**config.mk**
```make
export PLATFORM = sky130hd
export DESIGN_NAME = uart_rx_core
export DESIGN_NICKNAME = d
export VERILOG_FILES = /design/src/rtl/apb_uart_pkg.sv /design/src/rtl/uart_baud_tick.sv /design/src/rtl/uart_rx_core.sv
export SDC_FILE = /design/constraint.sdc
export NUM_CORES = 1
export LEC_CHECK = 0
export ABC_AREA = 1
export CAP_MARGIN = 5
export CORE_AREA = 3 3 115 90
export CTS_CLUSTER_DIAMETER = 80
export DETAILED_ROUTE_END_ITERATION = 6
export DIE_AREA = 0 0 118 93
export DONT_BUFFER_PORTS = 1
export GPL_ROUTABILITY_DRIVEN = 0
export HOLD_SLACK_MARGIN = 0.05
export PLACE_DENSITY_LB_ADDON = 0.25
export SYNTH_ARGS = -nofsm -noshare
export SYNTH_HDL_FRONTEND = slang
export SYNTH_SLANG_ARGS = --single-unit
```
**constraint.sdc**
```tcl
create_clock -name clk_i -period 4 [get_ports clk_i]
set_input_delay 1.2 -clock clk_i [delete_from_list [all_inputs] [get_ports clk_i]]
set_output_delay 1.2 -clock clk_i [all_outputs]
set_load 0.01 [all_outputs]
```
**src/rtl/apb_uart_pkg.sv**
```systemverilog
// apb_uart_pkg: shared types and constants for the UART blocks.
// Holds the RX FSM state type, parity codes and framing limits.
package apb_uart_pkg;

  typedef enum logic [2:0] {
    IDLE,
    START,
    DATA,
    PARITY,
    STOP,
    WAIT_IDLE
  } rx_state_e;

  localparam logic PARITY_EVEN = 1'b0;
  localparam logic PARITY_ODD  = 1'b1;

  localparam int MIN_DATA_BITS = 5;
  localparam int DEFAULT_OVS   = 16;

  function automatic logic [3:0] clamp_bits(
    input logic [3:0] bits,
    input logic [3:0] max_bits
  );
    logic [3:0] r;
    r = bits;
    if (bits < 4'(MIN_DATA_BITS)) r = 4'(MIN_DATA_BITS);
    if (bits > max_bits) r = max_bits;
    return r;
  endfunction

endpackage

```
**src/rtl/uart_baud_tick.sv**
```systemverilog
// uart_baud_tick: divisor counter producing one-cycle ticks.
// Counts 0..div-1 while running; div of 0 or 1 ticks every cycle.
module uart_baud_tick #(
  parameter int DIV_WIDTH = 16
) (
  input  logic                 clk_i,
  input  logic                 srst_i,
  input  logic                 run_i,
  input  logic                 clr_i,
  input  logic [DIV_WIDTH-1:0] div_i,
  output logic                 tick_o
);

  logic [DIV_WIDTH-1:0] cnt_q;

  assign tick_o = run_i &
    ((div_i <= DIV_WIDTH'(1)) |
     (cnt_q >= div_i - DIV_WIDTH'(1)));

  // Free-run while enabled, restart on clear or when idle
  always_ff @(posedge clk_i) begin
    if (srst_i || clr_i || !run_i) begin
      cnt_q <= '0;
    end else if (tick_o) begin
      cnt_q <= '0;
    end else begin
      cnt_q <= cnt_q + DIV_WIDTH'(1);
    end
  end

endmodule

```
**src/rtl/uart_rx_core.sv**
```systemverilog
// uart_rx_core: oversampling UART receiver with valid/ready output.
// Define UART_RX_BREAK_DETECT_EN to add break_o and break handling.
module uart_rx_core
  import apb_uart_pkg::*;
#(
  parameter int MAX_DATA_BITS = 9,
  parameter int OVS           = DEFAULT_OVS,
  parameter int DIV_WIDTH     = 16,
  parameter int SYNC_STAGES   = 2
) (
  input  logic                     clk_i,
  input  logic                     srst_i,
  input  logic                     en_i,
  input  logic [DIV_WIDTH-1:0]     clk_div_i,
  input  logic [3:0]               data_bits_i,
  input  logic                     parity_en_i,
  input  logic                     parity_type_i,
  input  logic                     stop2_i,
  input  logic                     rx_i,
  output logic [MAX_DATA_BITS-1:0] data_o,
  output logic                     data_valid_o,
  input  logic                     data_ready_i,
  output logic                     parity_error_o,
  output logic                     frame_error_o,
  output logic                     overrun_o,
  output logic                     busy_o
`ifdef UART_RX_BREAK_DETECT_EN
  ,
  output logic                     break_o
`endif
);

  localparam int SW = $clog2(OVS);
  localparam logic [SW-1:0] S_LO  = SW'(OVS/2-1);
  localparam logic [SW-1:0] S_MID = SW'(OVS/2);
  localparam logic [SW-1:0] S_HI  = SW'(OVS/2+1);
  localparam logic [SW-1:0] S_END = SW'(OVS-1);

  rx_state_e state_q, state_d;

  logic [SYNC_STAGES-1:0]   sync_q;
  logic                     rx_s, rx_prev_q;
  logic                     start_det, tick;
  logic                     mid_pt, bit_end, maj;
  logic [SW-1:0]            scnt_q;
  logic [1:0]               smp_q;
  logic [3:0]               nbits_q, bit_cnt_q;
  logic                     par_en_q, par_odd_q;
  logic                     stop2_q, stop_cnt_q;
  logic [MAX_DATA_BITS-1:0] sh_q;
  logic                     pe_q, fe_q;
  logic                     done;
`ifdef UART_RX_BREAK_DETECT_EN
  logic                     zero_q;
  logic                     brk;
`endif

  assign rx_s      = sync_q[SYNC_STAGES-1];
  assign busy_o    = (state_q != IDLE);
  assign start_det = (state_q == IDLE) & en_i &
                     rx_prev_q & ~rx_s;
  assign mid_pt    = tick & (scnt_q == S_HI);
  assign bit_end   = tick & (scnt_q == S_END);
  assign maj       = (smp_q[0] & smp_q[1]) |
                     (smp_q[0] & rx_s) |
                     (smp_q[1] & rx_s);

  uart_baud_tick #(
    .DIV_WIDTH(DIV_WIDTH)
  ) u_tick (
    .clk_i (clk_i),
    .srst_i(srst_i),
    .run_i (busy_o),
    .clr_i (start_det),
    .div_i (clk_div_i),
    .tick_o(tick)
  );

  // Bring rx into the clock domain; line idles high
  always_ff @(posedge clk_i) begin
    if (srst_i) begin
      sync_q    <= '1;
      rx_prev_q <= 1'b1;
    end else begin
      sync_q    <= {sync_q[SYNC_STAGES-2:0], rx_i};
      rx_prev_q <= rx_s;
    end
  end

  // FSM state register
  always_ff @(posedge clk_i) begin
    if (srst_i) state_q <= IDLE;
    else        state_q <= state_d;
  end

  // Next-state logic; frame completion fires at final stop majority
  always_comb begin
    state_d = state_q;
    done    = 1'b0;
`ifdef UART_RX_BREAK_DETECT_EN
    brk     = 1'b0;
`endif
    unique case (state_q)
      IDLE: begin
        if (start_det) state_d = START;
      end
      START: begin
        if (mid_pt && maj) state_d = IDLE;
        else if (bit_end)  state_d = DATA;
      end
      DATA: begin
        if (bit_end && bit_cnt_q == nbits_q)
          state_d = par_en_q ? PARITY : STOP;
      end
      PARITY: begin
        if (bit_end) state_d = STOP;
      end
      STOP: begin
        if (mid_pt) begin
`ifdef UART_RX_BREAK_DETECT_EN
          if (!stop_cnt_q && zero_q && !maj) begin
            brk     = 1'b1;
            state_d = WAIT_IDLE;
          end else
`endif
          if (!stop2_q || stop_cnt_q) begin
            done    = 1'b1;
            state_d = IDLE;
          end
        end
      end
      WAIT_IDLE: begin
        if (rx_s) state_d = IDLE;
      end
      default: state_d = IDLE;
    endcase
    if (busy_o && !en_i) begin
      state_d = IDLE;
      done    = 1'b0;
`ifdef UART_RX_BREAK_DETECT_EN
      brk     = 1'b0;
`endif
    end
  end

  // Frame datapath: config latch, sampling, shifting, error capture
  always_ff @(posedge clk_i) begin
    if (srst_i) begin
      nbits_q    <= 4'(MIN_DATA_BITS);
      par_en_q   <= 1'b0;
      par_odd_q  <= 1'b0;
      stop2_q    <= 1'b0;
      scnt_q     <= '0;
      smp_q      <= 2'b11;
      bit_cnt_q  <= '0;
      stop_cnt_q <= 1'b0;
      sh_q       <= '0;
      pe_q       <= 1'b0;
      fe_q       <= 1'b0;
`ifdef UART_RX_BREAK_DETECT_EN
      zero_q     <= 1'b0;
`endif
    end else if (start_det) begin
      nbits_q    <= clamp_bits(data_bits_i,
                               4'(MAX_DATA_BITS));
      par_en_q   <= parity_en_i;
      par_odd_q  <= (parity_type_i == PARITY_ODD);
      stop2_q    <= stop2_i;
      scnt_q     <= '0;
      bit_cnt_q  <= '0;
      stop_cnt_q <= 1'b0;
      sh_q       <= '0;
      pe_q       <= 1'b0;
      fe_q       <= 1'b0;
`ifdef UART_RX_BREAK_DETECT_EN
      zero_q     <= 1'b1;
`endif
    end else if (tick) begin
      scnt_q <= (scnt_q == S_END) ? '0 : scnt_q + SW'(1);
      if (scnt_q == S_LO)  smp_q[0] <= rx_s;
      if (scnt_q == S_MID) smp_q[1] <= rx_s;
      if (scnt_q == S_HI) begin
        case (state_q)
          DATA: begin
            sh_q[bit_cnt_q] <= maj;
            bit_cnt_q       <= bit_cnt_q + 4'd1;
`ifdef UART_RX_BREAK_DETECT_EN
            if (maj) zero_q <= 1'b0;
`endif
          end
          PARITY: begin
            if (maj != (^sh_q ^ par_odd_q)) pe_q <= 1'b1;
`ifdef UART_RX_BREAK_DETECT_EN
            if (maj) zero_q <= 1'b0;
`endif
          end
          STOP: begin
            if (!maj) fe_q <= 1'b1;
          end
          default: ;
        endcase
      end
      if (scnt_q == S_END && state_q == STOP)
        stop_cnt_q <= 1'b1;
    end
  end

  // Output register with overrun on a completion into a full slot
  always_ff @(posedge clk_i) begin
    if (srst_i) begin
      data_o         <= '0;
      data_valid_o   <= 1'b0;
      parity_error_o <= 1'b0;
      frame_error_o  <= 1'b0;
      overrun_o      <= 1'b0;
`ifdef UART_RX_BREAK_DETECT_EN
      break_o        <= 1'b0;
`endif
    end else begin
      overrun_o <= 1'b0;
`ifdef UART_RX_BREAK_DETECT_EN
      break_o   <= brk;
`endif
      if (done && (!data_valid_o || data_ready_i)) begin
        data_o         <= sh_q;
        parity_error_o <= pe_q;
        frame_error_o  <= fe_q | ~maj;
        data_valid_o   <= 1'b1;
      end else begin
        if (done)         overrun_o    <= 1'b1;
        if (data_ready_i) data_valid_o <= 1'b0;
      end
    end
  end

endmodule
```
### Word level (Yosys, flattened, before mapping)

Index checks and enable logic that the tools add are counted.

* add/subtract/negate cells: 4
* div/mod/pow operators: 0
* $mul: 0
* reduce and logical (&&, ||, !) cells: 29
* $lt $le $gt $ge: 6
* mux-type cells: 23
* equal/unequal tests: 18
* shift-type cells: 0
* bitwise operators: 17

Operators with widths (count)
* 2-to-1 mux 3 bit: 9
* case mux 3 bit (6 select lines): 1
* adder 16 x 1 -> 16 bit, second input constant: 1
* >= comparator 16 bit: 1
* <= comparator 16 x 1 -> 1 bit, second input constant: 1
* subtractor 16 x 1 -> 16 bit, second input constant: 1
* equality test 4 bit, second input constant: 3
* 2-to-1 mux 4 bit: 3
* inequality test 2 bit, second input constant: 5
* AND 1 bit: 9
* bitwise mux 9 bit: 1
* AND reduction 3 bit: 3
* XOR reduction 9 bit: 1
* adder 4 x 1 -> 4 bit, second input constant: 2
* 2-to-1 mux 1 bit: 8
* AND reduction 4 bit: 2
* OR reduction 2 bit: 4
* AND reduction 7 bit: 1
* equality test 3 x 2 -> 1 bit, second input constant: 2
* equality test 3 bit, second input constant: 2
* logical AND 1 bit: 6
* less-than comparator 4 x 5 -> 1 bit, second input constant: 1
* demux 1 bit (select 4 bit): 1
* equality test 4 x 3 -> 1 bit, second input constant: 1
* other kinds (17): 28

* register bits: 64
* memories kept: 0
* latch bits: 0
* memory bits (writable): 0
* bits in read-only memories: 0
* logic and storage cells: 118

### Longest topological paths before layout

Gate-level depths: netlist (run 1).

* word-level depth: 10
* mapped depth: 25
* gate-level depth less buffers: 25

### Cells and area by module

Synthesis (run 1) repeated with hierarchy kept, for this count alone.

* cells, all modules: 587
* area total of the unflattened synthesis: 3985.1 µm²

Modules (own cells, without submodules)
* uart_rx_core: instances 1, cells an instance 352, seq. area each 960.9 µm², area an instance 2463.6 µm²
* uart_baud_tick: instances 1, cells an instance 235, seq. area each 320.3 µm², area an instance 1521.5 µm²

### Least setup slack after synthesis (run 1)

OpenSTA, ideal clock, no wires.

* kind: input port to flip-flop
* start point: in clk_div_i[2]
* end point: reg sh_q[3]
* path buffers: 1
* stages: 23
* library setup time: 0.128 ns
* arrival: 3.682 ns
* required time: 3.872 ns
* setup slack: 0.191 ns
* path through: nor2_1 > nand2_1 > nor3_2 > nand3_1 > nor3_2 > nand3_1 > nor2_1 > nand2_1 > xnor2_1 > inv_1 > ha_1 > a21o_1 > nor2_1 > nand2_1 > nor2_1 > nand2_4 > nand3_4 > nor2_4 > buf_6 > nand3_1 > nor2_1 > a21oi_1 > nor2_1

* word-level cells in the longest chain between the ends: 5
* elaborated cells on any way between the ends: 6
* classes of those cells: add/sub (1); order compare (2); bitwise (2); reduce/logical (1)

Ends and longest elaborated chain
* start: declaration: line uart_rx_core.sv:14 `input logic [DIV_WIDTH-1:0] clk_div_i,`
* subtractor 16 x 1 -> 16 bit: line uart_baud_tick.sv:18 `(cnt_q >= div_i - DIV_WIDTH'(1)));`
* >= comparator 16 bit: line uart_baud_tick.sv:18
* bitwise OR 1 bit (*): line uart_baud_tick.sv:17 `((div_i <= DIV_WIDTH'(1)) |`
* AND 1 bit (*): line uart_baud_tick.sv:16 `assign tick_o = run_i &`
* AND reduction 3 bit (no line) (*)
* end signal: indexed assignment: line uart_rx_core.sv:185 `sh_q[bit_cnt_q] <= maj;`
* end: declaration: line uart_rx_core.sv:50 `logic [MAX_DATA_BITS-1:0] sh_q;`

Every way passes the cells marked *; elsewhere a longest branch is shown, timed or not.
A chain may end at the register's enable or synchronous reset.

### Worst setup path after layout (run 1)

* start point: in clk_div_i[2]
* end point: reg data_o[8]

* word-level cells in the longest chain between the ends: 9
* elaborated cells on any way between the ends: 10
* classes of those cells: add/sub (1); order compare (2); mux (3); bitwise (3); reduce/logical (1)

Ends and longest elaborated chain
* subtractor 16 x 1 -> 16 bit: line uart_baud_tick.sv:18
* >= comparator 16 bit: line uart_baud_tick.sv:18
* bitwise OR 1 bit (*): line uart_baud_tick.sv:17
* AND 1 bit (*): line uart_baud_tick.sv:16
* AND 1 bit (*): line uart_rx_core.sv:62 `assign mid_pt = tick & (scnt_q == S_HI);`
* 2-to-1 mux 1 bit (*): line uart_rx_core.sv:119 `if (mid_pt) begin`
* 2-to-1 mux 1 bit (*): line uart_rx_core.sv:103 `unique case (state_q)`
* 2-to-1 mux 1 bit (*): line uart_rx_core.sv:137 `if (busy_o && !en_i) begin`
* logical AND 1 bit (*): line uart_rx_core.sv:224 `if (done && (!data_valid_o || data_ready_i)) begin`
* end signal: assignment: line uart_rx_core.sv:225 `data_o <= sh_q;`
* end: declaration: line uart_rx_core.sv:20 `output logic [MAX_DATA_BITS-1:0] data_o,`

Marked as above.

==> impl_metrics.sql, run 1 <==
INSERT INTO impl_metrics (metric_group, metric, value, unit) VALUES
('pwr', 'pwr-share-seq', '40.1', '%'),
('placed_design', 'post-place-ws', '-0.0467', 'ns'),
('die', 'design.die.area', '11000', 'um2'),
('sta', 'finalHoldViolations', '0', ''),
('worst_setup_path', 'r2r_slack', '1.82', 'ns'),
('synth', 'synth.area.top_cells', 'sky130_fd_sc_hd__dfxtp_1 35%, sky130_fd_sc_hd__ha_1 8.8%, sky130_fd_sc_hd__nor2_1 8.7%', ''),
('pwr', 'vdd.ir_drop.worst', '0.183', 'mV'),
('pwr', 'netSwitchingFraction', '28.8', '%'),
('cells_and_area', 'final_layout_net_count', '585', ''),
('global_routing', 'initial_antenna_violation_count', '0', ''),
('placed_design', 'dpl_cell_area', '3920', 'um2'),
('hold_path', 'hold_class', 'flop to flop', ''),
('worst_setup_path', 'crit_fanout', '7', ''),
('synth', 'yosysTopAreaCellShare', '34.8', '%'),
('routing', 'post_route_wl', '8.05', 'mm'),
('sta', 'finalMaxSlewViolations', '0', ''),
('clock_tree', 'numClockSinks', '64', ''),
('placed_design', 'place_hpwl', '6.13', 'mm'),
('pwr', 'power.density', '384', 'nW/um2'),
('routing', 'routedWlPerCell', '12.1', 'um'),
('pwr', 'switchingPower', '0.000484', 'W'),
('sta', 'relSlewSlack', '56.8', '%'),
('sta', 'rsz0062_at_grt', 'yes', ''),
('run', 'max_cap_violations', '0', ''),
('worst_setup_path', 'cp_data_required_time', '4.22', 'ns'),
('synth', 'syn_nets', '560', ''),
('cells_and_area', 'most_common_cell_after_layout_fill_and_taps_aside', 'sky130_fd_sc_hd__nor2_1', ''),
('global_routing', 'grt_first_pass_wirelength', '13.3', 'mm'),
('die', 'placeableCoreArea', '9430', 'um2'),
('global_routing', 'globalRoute.totalOverflow', '0', ''),
('worst_setup_path', 'crit_path_top_delay_cell', 'sky130_fd_sc_hd__ha_1', ''),
('synth', 'syn_area_per_cell', '7.28', 'um2'),
('sta', 'layout_worst_path_cycle_share', '95.1', '%'),
('pwr', 'intPower', '0.00119', 'W'),
('cells_and_area', 'num_antenna_cells', '0', ''),
('routing', 'route.vias.total', '3158', ''),
('die', 'row_count', '31', ''),
('global_routing', 'grt_max_degree', '18', ''),
('global_routing', 'track_usage', '14.8', '%'),
('pwr', 'design_power_total', '0.00168', 'W'),
('die', 'effective_utilization_at_floorplan', '39.1', '%'),
('die', 'dieHeight', '93', 'um'),
('routing', 'vias_per_cell', '4.73', ''),
('run_status', 'run_status', 'finished, final reports clean', ''),
('clock_tree', 'htree_levels', '3', ''),
('routing', 'post_drt_antenna_nets', '0', ''),
('synth', 'edff_count_synth', '0', ''),
('worst_setup_path', 'path_cells', 'nor2_4 -> nand2_2 -> nor3_4 -> nand3_2 -> nor3_4 -> nand3_2 -> nor2_2 -> buf_4 -> nand2_2 -> xor2_1 -> ha_1 -> nand2_1 -> a21oi_2 -> nor2_1 -> nand2_1 -> nor2_2 -> nand2_4 -> nand3_4 -> nor2_4 -> nand4_4 -> buf_6 -> o21ai_1 -> nor2_1', ''),
('sta', 'timing_worst_slew_pin_value', '0.648', 'ns'),
('clock_tree', 'max-clock-path-buffers', '2', ''),
('pwr', 'power.static_leakage', '1.83', 'nW'),
('cells_and_area', 'fin_area', '4380', 'um2'),
('placed_design', 'port-buffer-count', '0', ''),
('clock_tree', 'clk_transition_reported_paths', '0.05', 'ns'),
('die', 'top_level_port_count', '42', ''),
('synth', 'seq_area_frac_synth', '34.8', '%'),
('clock_tree', 'cts_hold_buffers', '0', ''),
('routing', 'drc', '0', ''),
('sta', 'fmax', '263', 'MHz'),
('worst_setup_path', 'startpoint_type', 'input port', ''),
('pwr', 'p_comb_share', '16.6', '%'),
('cells_and_area', 'post_route_cells_drive_above_1_share', '17.2', '%'),
('sta', 'final_setup_slack_of_the_worst_path', '0.198', 'ns'),
('die', 'die-width', '118', 'um'),
('worst_setup_path', 'arrival', '4.02', 'ns'),
('cells_and_area', 'synthToLayoutAreaGrowth', '18.8', '%'),
('worst_setup_path', 'worst-setup-path-type', 'input port to flop', ''),
('worst_setup_path', 'cpPeakStageDelay', '0.31', 'ns'),
('synth', 'synth_seq_cells', '64', ''),
('sta', 'setup-violations-final', '0', ''),
('sta', 'fin_skew', '0.00551', 'ns');
==> synthesized netlist by cell type, types with 3 or more instances <==
master and n:
sky130_fd_sc_hd__a21oi_1 29, sky130_fd_sc_hd__clkbuf_1 3, sky130_fd_sc_hd__dfxtp_1 64, sky130_fd_sc_hd__ha_1 26, sky130_fd_sc_hd__inv_1 60, sky130_fd_sc_hd__inv_2 13
sky130_fd_sc_hd__nand2_1 78, sky130_fd_sc_hd__nand3_1 23, sky130_fd_sc_hd__nand4_1 11, sky130_fd_sc_hd__nor2_1 85, sky130_fd_sc_hd__nor2_2 3, sky130_fd_sc_hd__nor2_4 4
sky130_fd_sc_hd__nor3_1 13, sky130_fd_sc_hd__nor3_2 3, sky130_fd_sc_hd__nor3b_1 3, sky130_fd_sc_hd__o21ai_0 12, sky130_fd_sc_hd__o21ai_1 10, sky130_fd_sc_hd__or2_2 3
sky130_fd_sc_hd__xnor2_1 14, sky130_fd_sc_hd__xor2_1 21
==> critical path: cells and delay by family <==
| kind | cells | cell delay (ns) |
|---|---|---|
| xor+xnor | 1 | 0.14 |
| compound gates | 2 | 0.24 |
| buf+inv | 2 | 0.29 |
| simple gates | 17 | 1.83 |
| fa+ha+maj | 1 | 0.31 |
==> routing by layer <==
layer	track usage (%)	routed length [um]	part of all wire, %
met5	0	0	0
met4	4.00	48	0.60
met3	5.80	491	6.1
met2	21.5	3430	43
met1	20.4	4090	51
==> layout make-up <==
class                   count  area, um2
flip-flops and latches     64       1280
repair buffers             20        158
well taps                 132        165
clock inverters             5       31.3
clock buffers              11        253
inverters                  75        284
multi-input cells         361       2200
fillers                   946       5050
==> sequential cells by signal, summed over array words and instances (netlist names), 2 cells and up <==
signal	count
nbits_q	4
state_q	3
bit_cnt_q	4
data_o	9
u_tick.cnt_q	16
smp_q	2
sync_q	2
scnt_q	4
sh_q	9
==> cell families after synthesis <==
| family | after synthesis | share of synthesized area (%) |
|---|---|---|
| adder cells (fa/ha/maj) | 26 | 8.83 |
| AO/OA/AOI/OAI | 62 | 9.24 |
| flip-flops | 64 | 34.8 |
| XOR/XNOR | 35 | 8.32 |
| buffers and inverters | 82 | 8.90 |
| AND/OR/NAND/NOR | 237 | 29.9 |
==> metrics by stage <==
step	utilization (%)	hold WS, ns	setup TNS [ns]
floorplan	-	0.389	0
global placement	41.5	0.397	0
detailed placement	41.5	0.404	-0.255
CTS	44.6	0.420	0
global route	46.4	0.441	-0.943
finish	46.4	0.412	0
==> power by group through the flow <==
stage	sequential (W)	clock, W	combinational [W]
finish	0.000673	0.000726	0.000279
global route	0.000676	0.000770	0.000319
CTS	0.000672	0.000744	0.000267
detailed placement	0.000686	0	0.000265
global placement	0.000686	0	0.000262
floorplan	0.000682	0	0.000206
==> worst paths after layout <==
path	startpoint	end	depth (start not counted)
worst max-delay path	clk_div_i[2]	data_o[8]$_SDFFE_PP0P_	23
worst min-delay path	sync_q[0]$_SDFF_PP1_	sync_q[1]$_SDFF_PP1_	1
worst min register to register	sync_q[0]$_SDFF_PP1_	sync_q[1]$_SDFF_PP1_	1
worst max register to register	u_tick.cnt_q[7]$_SDFF_PP0_	data_o[8]$_SDFFE_PP0P_	15
==> what timing repair did <==
| item | CTS | global route |
|---|---|---|
| resized for setup | 0 | 30 |
| endpoints found under the setup margin | 0 | 22 |
| setup buffers | 0 | 5 |
(Power assumes the default switching activity.)
==> inputs of run 2 (changes only) <==
Settings changed: GPL_ROUTABILITY_DRIVEN 0 to 1.
Clock period 4 ns to 4.9 ns, I/O delays scaled along.
==> impl_metrics.sql, run 2 (synthesis results as in run 1) <==
INSERT INTO impl_metrics (metric_group, metric, value, unit) VALUES
('clock_tree', 'cts_post_setup_buffers_inserted', '0', ''),
('global_routing', 'track_usage', '14.7', '%'),
('sta', 'final_setup_slack_of_the_worst_path', '0.721', 'ns'),
('placed_design', 'port-buffer-count', '0', ''),
('global_routing', 'initial_antenna_violation_count', '0', ''),
('cells_and_area', 'most_common_cell_after_layout_fill_and_taps_aside', 'sky130_fd_sc_hd__nor2_1', ''),
('sta', 'final.min_clock_period', '4.18', 'ns'),
('clock_tree', 'cts_resized', '0', ''),
('cells_and_area', 'biggestRegsByFlops', 'u_tick.cnt_q x16, data_o x9, sh_q x9', ''),
('pwr', 'p_clk_share', '46.2', '%'),
('routing', 'drtIter0Drc', '147', ''),
('worst_setup_path', 'startpoint_type', 'input port', ''),
('placed_design', 'globalplace.congestion', '0.926', ''),
('placed_design', 'post-place-ws', '0.333', 'ns'),
('pwr', 'design_power_total', '0.00140', 'W'),
('hold_path', 'hold_class', 'flop to flop', ''),
('sta', 'layout_worst_path_cycle_share', '85.3', '%'),
('worst_setup_path', 'cp_data_required_time', '5.17', 'ns'),
('cells_and_area', 'commonest_non_fill_non_tap_cells_in_the_layout', '85 x sky130_fd_sc_hd__nor2_1, 78 x sky130_fd_sc_hd__nand2_1, 64 x sky130_fd_sc_hd__dfxtp_1', ''),
('cells_and_area', 'final_layout_net_count', '564', ''),
('routing', 'dr.pass1.iters', '4', ''),
('clock_tree', 'max-clock-path-buffers', '2', ''),
('die', 'design.die.area', '11000', 'um2'),
('sta', 'fin_skew', '0.00788', 'ns'),
('clock_tree', 'clk_transition_reported_paths', '0.06', 'ns'),
('pwr', 'intPower', '0.00101', 'W'),
('run', 'max_cap_violations', '0', ''),
('global_routing', 'grt_first_pass_wirelength', '13.1', 'mm'),
('worst_setup_path', 'worst-setup-path-type', 'input port to flop', ''),
('global_routing', 'grt_max_degree', '18', ''),
('die', 'row_count', '31', ''),
('die', 'effective_utilization_at_floorplan', '39.1', '%'),
('worst_setup_path', 'arrival', '4.45', 'ns'),
('cells_and_area', 'post_route_cells_drive_above_1_share', '9.51', '%'),
('cells_and_area', 'post-route-util', '43.6', '%'),
('clock_tree', 'cts_hold_buffers', '0', ''),
('clock_tree', 'clkLatencyLatePin', '0.33', 'ns'),
('sta', 'relSlewSlack', '65.1', '%'),
('pwr', 'switchingPower', '0.000386', 'W'),
('placed_design', 'place_hpwl', '5.97', 'mm'),
('sta', 'rsz0062_at_grt', 'no', ''),
('cells_and_area', 'final_cells', '647', ''),
('pwr', 'netSwitchingFraction', '27.6', '%'),
('clock_tree', 'htree_levels', '3', ''),
('pwr', 'power.density', '341', 'nW/um2'),
('die', 'dieHeight', '93', 'um'),
('die', 'placeableCoreArea', '9430', 'um2'),
('pwr', 'pwr-share-seq', '39.2', '%'),
('cells_and_area', 'num_antenna_cells', '0', ''),
('cells_and_area', 'final.fill_count', '971', ''),
('sta', 'timing_worst_slew_pin_value', '0.521', 'ns'),
('placed_design', 'placedCellCount', '631', ''),
('pwr', 'vdd.ir_drop.worst', '0.140', 'mV'),
('die', 'top_level_port_count', '42', ''),
('clock_tree', 'numClockSinks', '64', ''),
('worst_setup_path', 'critical_path.endpoint_type', 'flop', ''),
('routing', 'post_drt_antenna_nets', '0', ''),
('sta', 'finalMaxSlewViolations', '0', ''),
('routing', 'drc', '0', ''),
('routing', 'routedWlPerCell', '11.8', 'um'),
('pwr', 'p_comb_share', '14.5', '%'),
('worst_setup_path', 'crit_fanout', '13', ''),
('cells_and_area', 'biggest_register', 'u_tick.cnt_q', ''),
('sta', 'finalHoldViolations', '0', ''),
('sta', 'final.setup.tns', '0', 'ns'),
('routing', 'post_route_wl', '7.65', 'mm'),
('routing', 'route.vias.total', '3061', ''),
('clock_tree', 'root_buffer', 'sky130_fd_sc_hd__clkbuf_16', ''),
('routing', 'vias_per_cell', '4.73', ''),
('sta', 'setup-violations-final', '0', ''),
('clock_tree', 'numCtsBuffers', '9', ''),
('global_routing', 'first_global_vias', '2742', ''),
('cells_and_area', 'flip_flop_count_of_the_largest_register_all_copies_and_words_added', '16', ''),
('clock_tree', 'cts_tree', 'built', ''),
('global_routing', 'globalRoute.totalOverflow', '0', ''),
('cells_and_area', 'synthToLayoutAreaGrowth', '11.6', '%'),
('sta', 'fmax', '239', 'MHz'),
('pwr', 'power.static_leakage', '1.73', 'nW'),
('run_status', 'run_status', 'finished, final reports clean', ''),
('die', 'die-width', '118', 'um');
[run 2: per-stage QoR]
step,cell area [um2],hold WS (ns)
finish,4110,0.411
global route,4110,0.447
detailed placement,3800,0.399
floorplan,3680,0.389
CTS,4110,0.416
global placement,3800,0.396
[run 2: final cells by class]
class	count	area [um2]	share of cell area, %
Clock buffer	11	253	6.15
Clock inverter	5	55.1	1.34
Inverter	75	282	6.85
Multi-Input combinational cell	360	2070	50.5
Sequential cell	64	1280	31.2
Tap cell	132	165	4.02
[run 2: worst max-delay path, stage by stage]
cell and delay (ns):
sky130_fd_sc_hd__inv_1 0.07, sky130_fd_sc_hd__ha_1 0.21, sky130_fd_sc_hd__nand2_1 0.14, sky130_fd_sc_hd__nor4_2 0.28, sky130_fd_sc_hd__nand4_1 0.21, sky130_fd_sc_hd__nor2_1 0.15, sky130_fd_sc_hd__xor2_1 0.15, sky130_fd_sc_hd__inv_1 0.06
sky130_fd_sc_hd__ha_1 0.26, sky130_fd_sc_hd__nand2_1 0.07, sky130_fd_sc_hd__a21oi_1 0.12, sky130_fd_sc_hd__nor2_1 0.05, sky130_fd_sc_hd__nand2_1 0.06, sky130_fd_sc_hd__nor2_1 0.06, sky130_fd_sc_hd__nand2_4 0.10, sky130_fd_sc_hd__nand3_4 0.11
sky130_fd_sc_hd__nor2_4 0.12, sky130_fd_sc_hd__nand4_2 0.27, sky130_fd_sc_hd__inv_2 0.27, sky130_fd_sc_hd__o21ai_0 0.10, sky130_fd_sc_hd__nor2_1 0.10
[run 2: worst paths after layout]
check	startpoint	endpoint	slack, ns	cells after the start
max	clk_div_i[0]	frame_error_o$_SDFFE_PP0P_	0.72	21
min	sync_q[0]$_SDFF_PP1_	sync_q[1]$_SDFF_PP1_	0.41	1
max reg2reg	u_tick.cnt_q[5]$_SDFF_PP0_	frame_error_o$_SDFFE_PP0P_	2.64	15
min reg2reg	sync_q[0]$_SDFF_PP1_	sync_q[1]$_SDFF_PP1_	0.41	1
[run 2: power by group through the flow]
stage          clock (W)  sequential, W  combinational [W]
6_report        0.000648       0.000549           0.000204
5_1_grt         0.000690       0.000551           0.000236
4_1_cts         0.000664       0.000549           0.000206
3_5_place_dp           0       0.000560           0.000206
3_3_place_gp           0       0.000560           0.000203
2_1_floorplan          0       0.000557           0.000168
[run 2: metal layers]
layer | vias to the layer above | global-route usage [%] | wire [um]
met5 | - | 0 | 0
met4 | 0 | 4.59 | 121
met3 | 15 | 5.56 | 484
met2 | 57 | 19.9 | 3020
met1 | 1356 | 21.2 | 4020
li1 | 1633 | - | -
==> inputs of run 3 (changes only) <==
Settings changed: CELL_PAD_IN_SITES_DETAIL_PLACEMENT set to 1, CELL_PAD_IN_SITES_GLOBAL_PLACEMENT set to 1.
==> impl_metrics.sql, run 3 (synthesis results as in run 1) <==
INSERT INTO impl_metrics (metric_group, metric, value, unit) VALUES
('clock_tree', 'numCtsBuffers', '9', ''),
('global_routing', 'initial_antenna_violation_count', '0', ''),
('cells_and_area', 'synthToLayoutAreaGrowth', '11.3', '%'),
('global_routing', 'track_usage', '17.0', '%'),
('pwr', 'vdd.ir_drop.worst', '0.167', 'mV'),
('die', 'dieHeight', '93', 'um'),
('sta', 'final.min_clock_period', '4.33', 'ns'),
('cells_and_area', 'most_common_cell_after_layout_fill_and_taps_aside', 'sky130_fd_sc_hd__nor2_1', ''),
('pwr', 'power.static_leakage', '1.72', 'nW'),
('sta', 'timing_worst_slew_pin_value', '0.533', 'ns'),
('clock_tree', 'htree_levels', '3', ''),
('cells_and_area', 'biggest_register', 'u_tick.cnt_q', ''),
('routing', 'post_drt_antenna_nets', '0', ''),
('routing', 'vias_per_cell', '4.83', ''),
('run', 'max_cap_violations', '0', ''),
('worst_setup_path', 'critical_path.endpoint_type', 'flop', ''),
('routing', 'routedLengthMet1', '4.45', 'mm'),
('sta', 'final.setup.tns', '0', 'ns'),
('global_routing', 'first_global_vias', '3156', ''),
('sta', 'setup-violations-final', '0', ''),
('clock_tree', 'cts_resized', '0', ''),
('global_routing', 'grt_first_pass_wirelength', '15.2', 'mm'),
('die', 'top_level_port_count', '42', ''),
('placed_design', 'place_hpwl', '6.97', 'mm'),
('global_routing', 'grt_max_degree', '18', ''),
('hold_path', 'hold_class', 'flop to flop', ''),
('routing', 'drtIter0Drc', '154', ''),
('routing', 'route.vias.total', '3128', ''),
('sta', 'finalMaxSlewViolations', '0', ''),
('sta', 'finalHoldViolations', '0', ''),
('sta', 'fmax', '231', 'MHz'),
('routing', 'dr_wl_met2', '3.81', 'mm'),
('clock_tree', 'cts_tree', 'built', ''),
('routing', 'met3RoutedLength', '407', 'um'),
('die', 'die-width', '118', 'um'),
('cells_and_area', 'commonest_non_fill_non_tap_cells_in_the_layout', '85 x sky130_fd_sc_hd__nor2_1, 78 x sky130_fd_sc_hd__nand2_1, 64 x sky130_fd_sc_hd__dfxtp_1', ''),
('clock_tree', 'root_buffer', 'sky130_fd_sc_hd__clkbuf_16', ''),
('global_routing', 'globalRoute.totalOverflow', '0', ''),
('cells_and_area', 'flip_flop_count_of_the_largest_register_all_copies_and_words_added', '16', ''),
('placed_design', 'port-buffer-count', '0', ''),
('sta', 'layout_worst_path_cycle_share', '88.4', '%'),
('routing', 'post_route_wl', '8.77', 'mm'),
('cells_and_area', 'final_cells', '647', ''),
('pwr', 'pwr-share-seq', '39.4', '%'),
('die', 'row_count', '31', ''),
('cells_and_area', 'post_route_cells_drive_above_1_share', '9.51', '%'),
('routing', 'dr.pass1.iters', '4', ''),
('pwr', 'p_clk_share', '45.2', '%'),
('pwr', 'netSwitchingFraction', '29.1', '%'),
('cells_and_area', 'final_layout_net_count', '564', ''),
('cells_and_area', 'num_antenna_cells', '0', ''),
('placed_design', 'globalplace.congestion', '0.882', ''),
('placed_design', 'placedCellCount', '631', ''),
('pwr', 'intPower', '0.000989', 'W'),
('clock_tree', 'clkLatencyLatePin', '0.33', 'ns'),
('worst_setup_path', 'arrival', '4.60', 'ns'),
('routing', 'highest_layer', 'met4', ''),
('cells_and_area', 'multi_input_logic_area', '2070', 'um2'),
('worst_setup_path', 'r2r_slack', '2.53', 'ns'),
('worst_setup_path', 'worst-setup-path-type', 'input port to flop', ''),
('clock_tree', 'clk_transition_reported_paths', '0.05', 'ns'),
('cells_and_area', 'biggestRegsByFlops', 'u_tick.cnt_q x16, data_o x9, sh_q x9', ''),
('clock_tree', 'max-clock-path-buffers', '2', ''),
('clock_tree', 'cts_hold_buffers', '0', ''),
('cells_and_area', 'final.fill_count', '1168', ''),
('sta', 'rsz0062_at_grt', 'no', ''),
('clock_tree', 'numClockSinks', '64', ''),
('routing', 'routedWlPerCell', '13.6', 'um'),
('worst_setup_path', 'startpoint_type', 'input port', ''),
('sta', 'relSlewSlack', '64.2', '%'),
('die', 'effective_utilization_at_floorplan', '39.1', '%'),
('run_status', 'run_status', 'finished, final reports clean', ''),
('worst_setup_path', 'crit_fanout', '13', ''),
('die', 'design.die.area', '11000', 'um2'),
('clock_tree', 'cts_post_setup_buffers_inserted', '0', ''),
('sta', 'fin_skew', '0.00413', 'ns'),
('die', 'placeableCoreArea', '9430', 'um2'),
('cells_and_area', 'seq_area', '1280', 'um2'),
('pwr', 'p_comb_share', '15.3', '%'),
('pwr', 'switchingPower', '0.000405', 'W'),
('routing', 'drc', '0', ''),
('pwr', 'power.density', '340', 'nW/um2'),
('worst_setup_path', 'cp_data_required_time', '5.17', 'ns');
## run 3: per-stage QoR
step | utilization, % | instance area (um2) | hold slack, ns | setup WS [ns] | power, W
4_1_cts | 43.5 | 4100 | 0.416 | 0.530 | 0.00141
3_3_place_gp | 40.3 | 3800 | 0.394 | 0.401 | 0.000767
3_5_place_dp | 40.3 | 3800 | 0.404 | 0.185 | 0.000774
6_report | 43.5 | 4100 | 0.413 | 0.567 | 0.00139
5_1_grt | 43.5 | 4100 | 0.424 | 0.126 | 0.00148
2_1_floorplan | - | 3680 | 0.389 | 0.821 | 0.000725
## run 3: final timing paths
check             cells past startpoint                    endpoint                        from
hold / removal                        1        sync_q[1]$_SDFF_PP1_        sync_q[0]$_SDFF_PP1_
setup / recovery                     19  frame_error_o$_SDFFE_PP0P_                clk_div_i[0]
hold reg to reg                       1        sync_q[1]$_SDFF_PP1_        sync_q[0]$_SDFF_PP1_
setup reg to reg                     15  frame_error_o$_SDFFE_PP0P_  u_tick.cnt_q[7]$_SDFF_PP0_
## run 3: area by class of cell
| type | count | area share, % |
|---|---|---|
| clock inverter | 7 | 1.77 |
| clock buffer | 9 | 5.49 |
| multi-input combinational | 360 | 50.6 |
| inverter | 75 | 6.87 |
| sequential | 64 | 31.2 |
| tap | 132 | 4.03 |
## run 3: layer usage
metal | vias up | GRT usage (%)
li1 | 1630 | -
met1 | 1452 | 23.0
met2 | 37 | 26.7
met3 | 9 | 5.02
met4 | 0 | 4.68
met5 | - | 0
## run 3: critical path, cell delays in order
cell                      delay [ns]
sky130_fd_sc_hd__inv_1          0.07
sky130_fd_sc_hd__ha_1           0.22
sky130_fd_sc_hd__nand2_1        0.14
sky130_fd_sc_hd__nor4_2         0.33
sky130_fd_sc_hd__nand4_1        0.22
sky130_fd_sc_hd__nor2_1         0.16
sky130_fd_sc_hd__xor2_1         0.16
sky130_fd_sc_hd__inv_1          0.06
sky130_fd_sc_hd__ha_1           0.27
sky130_fd_sc_hd__nand2_1        0.08
sky130_fd_sc_hd__nor3_1         0.20
sky130_fd_sc_hd__nand2_1        0.11
sky130_fd_sc_hd__nand2_4        0.10
sky130_fd_sc_hd__nand3_4        0.11
sky130_fd_sc_hd__nor2_4         0.13
sky130_fd_sc_hd__nand4_2        0.28
sky130_fd_sc_hd__inv_2          0.28
sky130_fd_sc_hd__o21ai_0        0.10
sky130_fd_sc_hd__nor2_1         0.11
## run 3: power groups by stage
stage	registers, W	clock network [W]	logic (W)
CTS	0.000549	0.000648	0.000217
global placement	0.000560	0	0.000207
detailed placement	0.000561	0	0.000214
global route	0.000552	0.000676	0.000248
finish	0.000550	0.000630	0.000214
floorplan	0.000557	0	0.000168
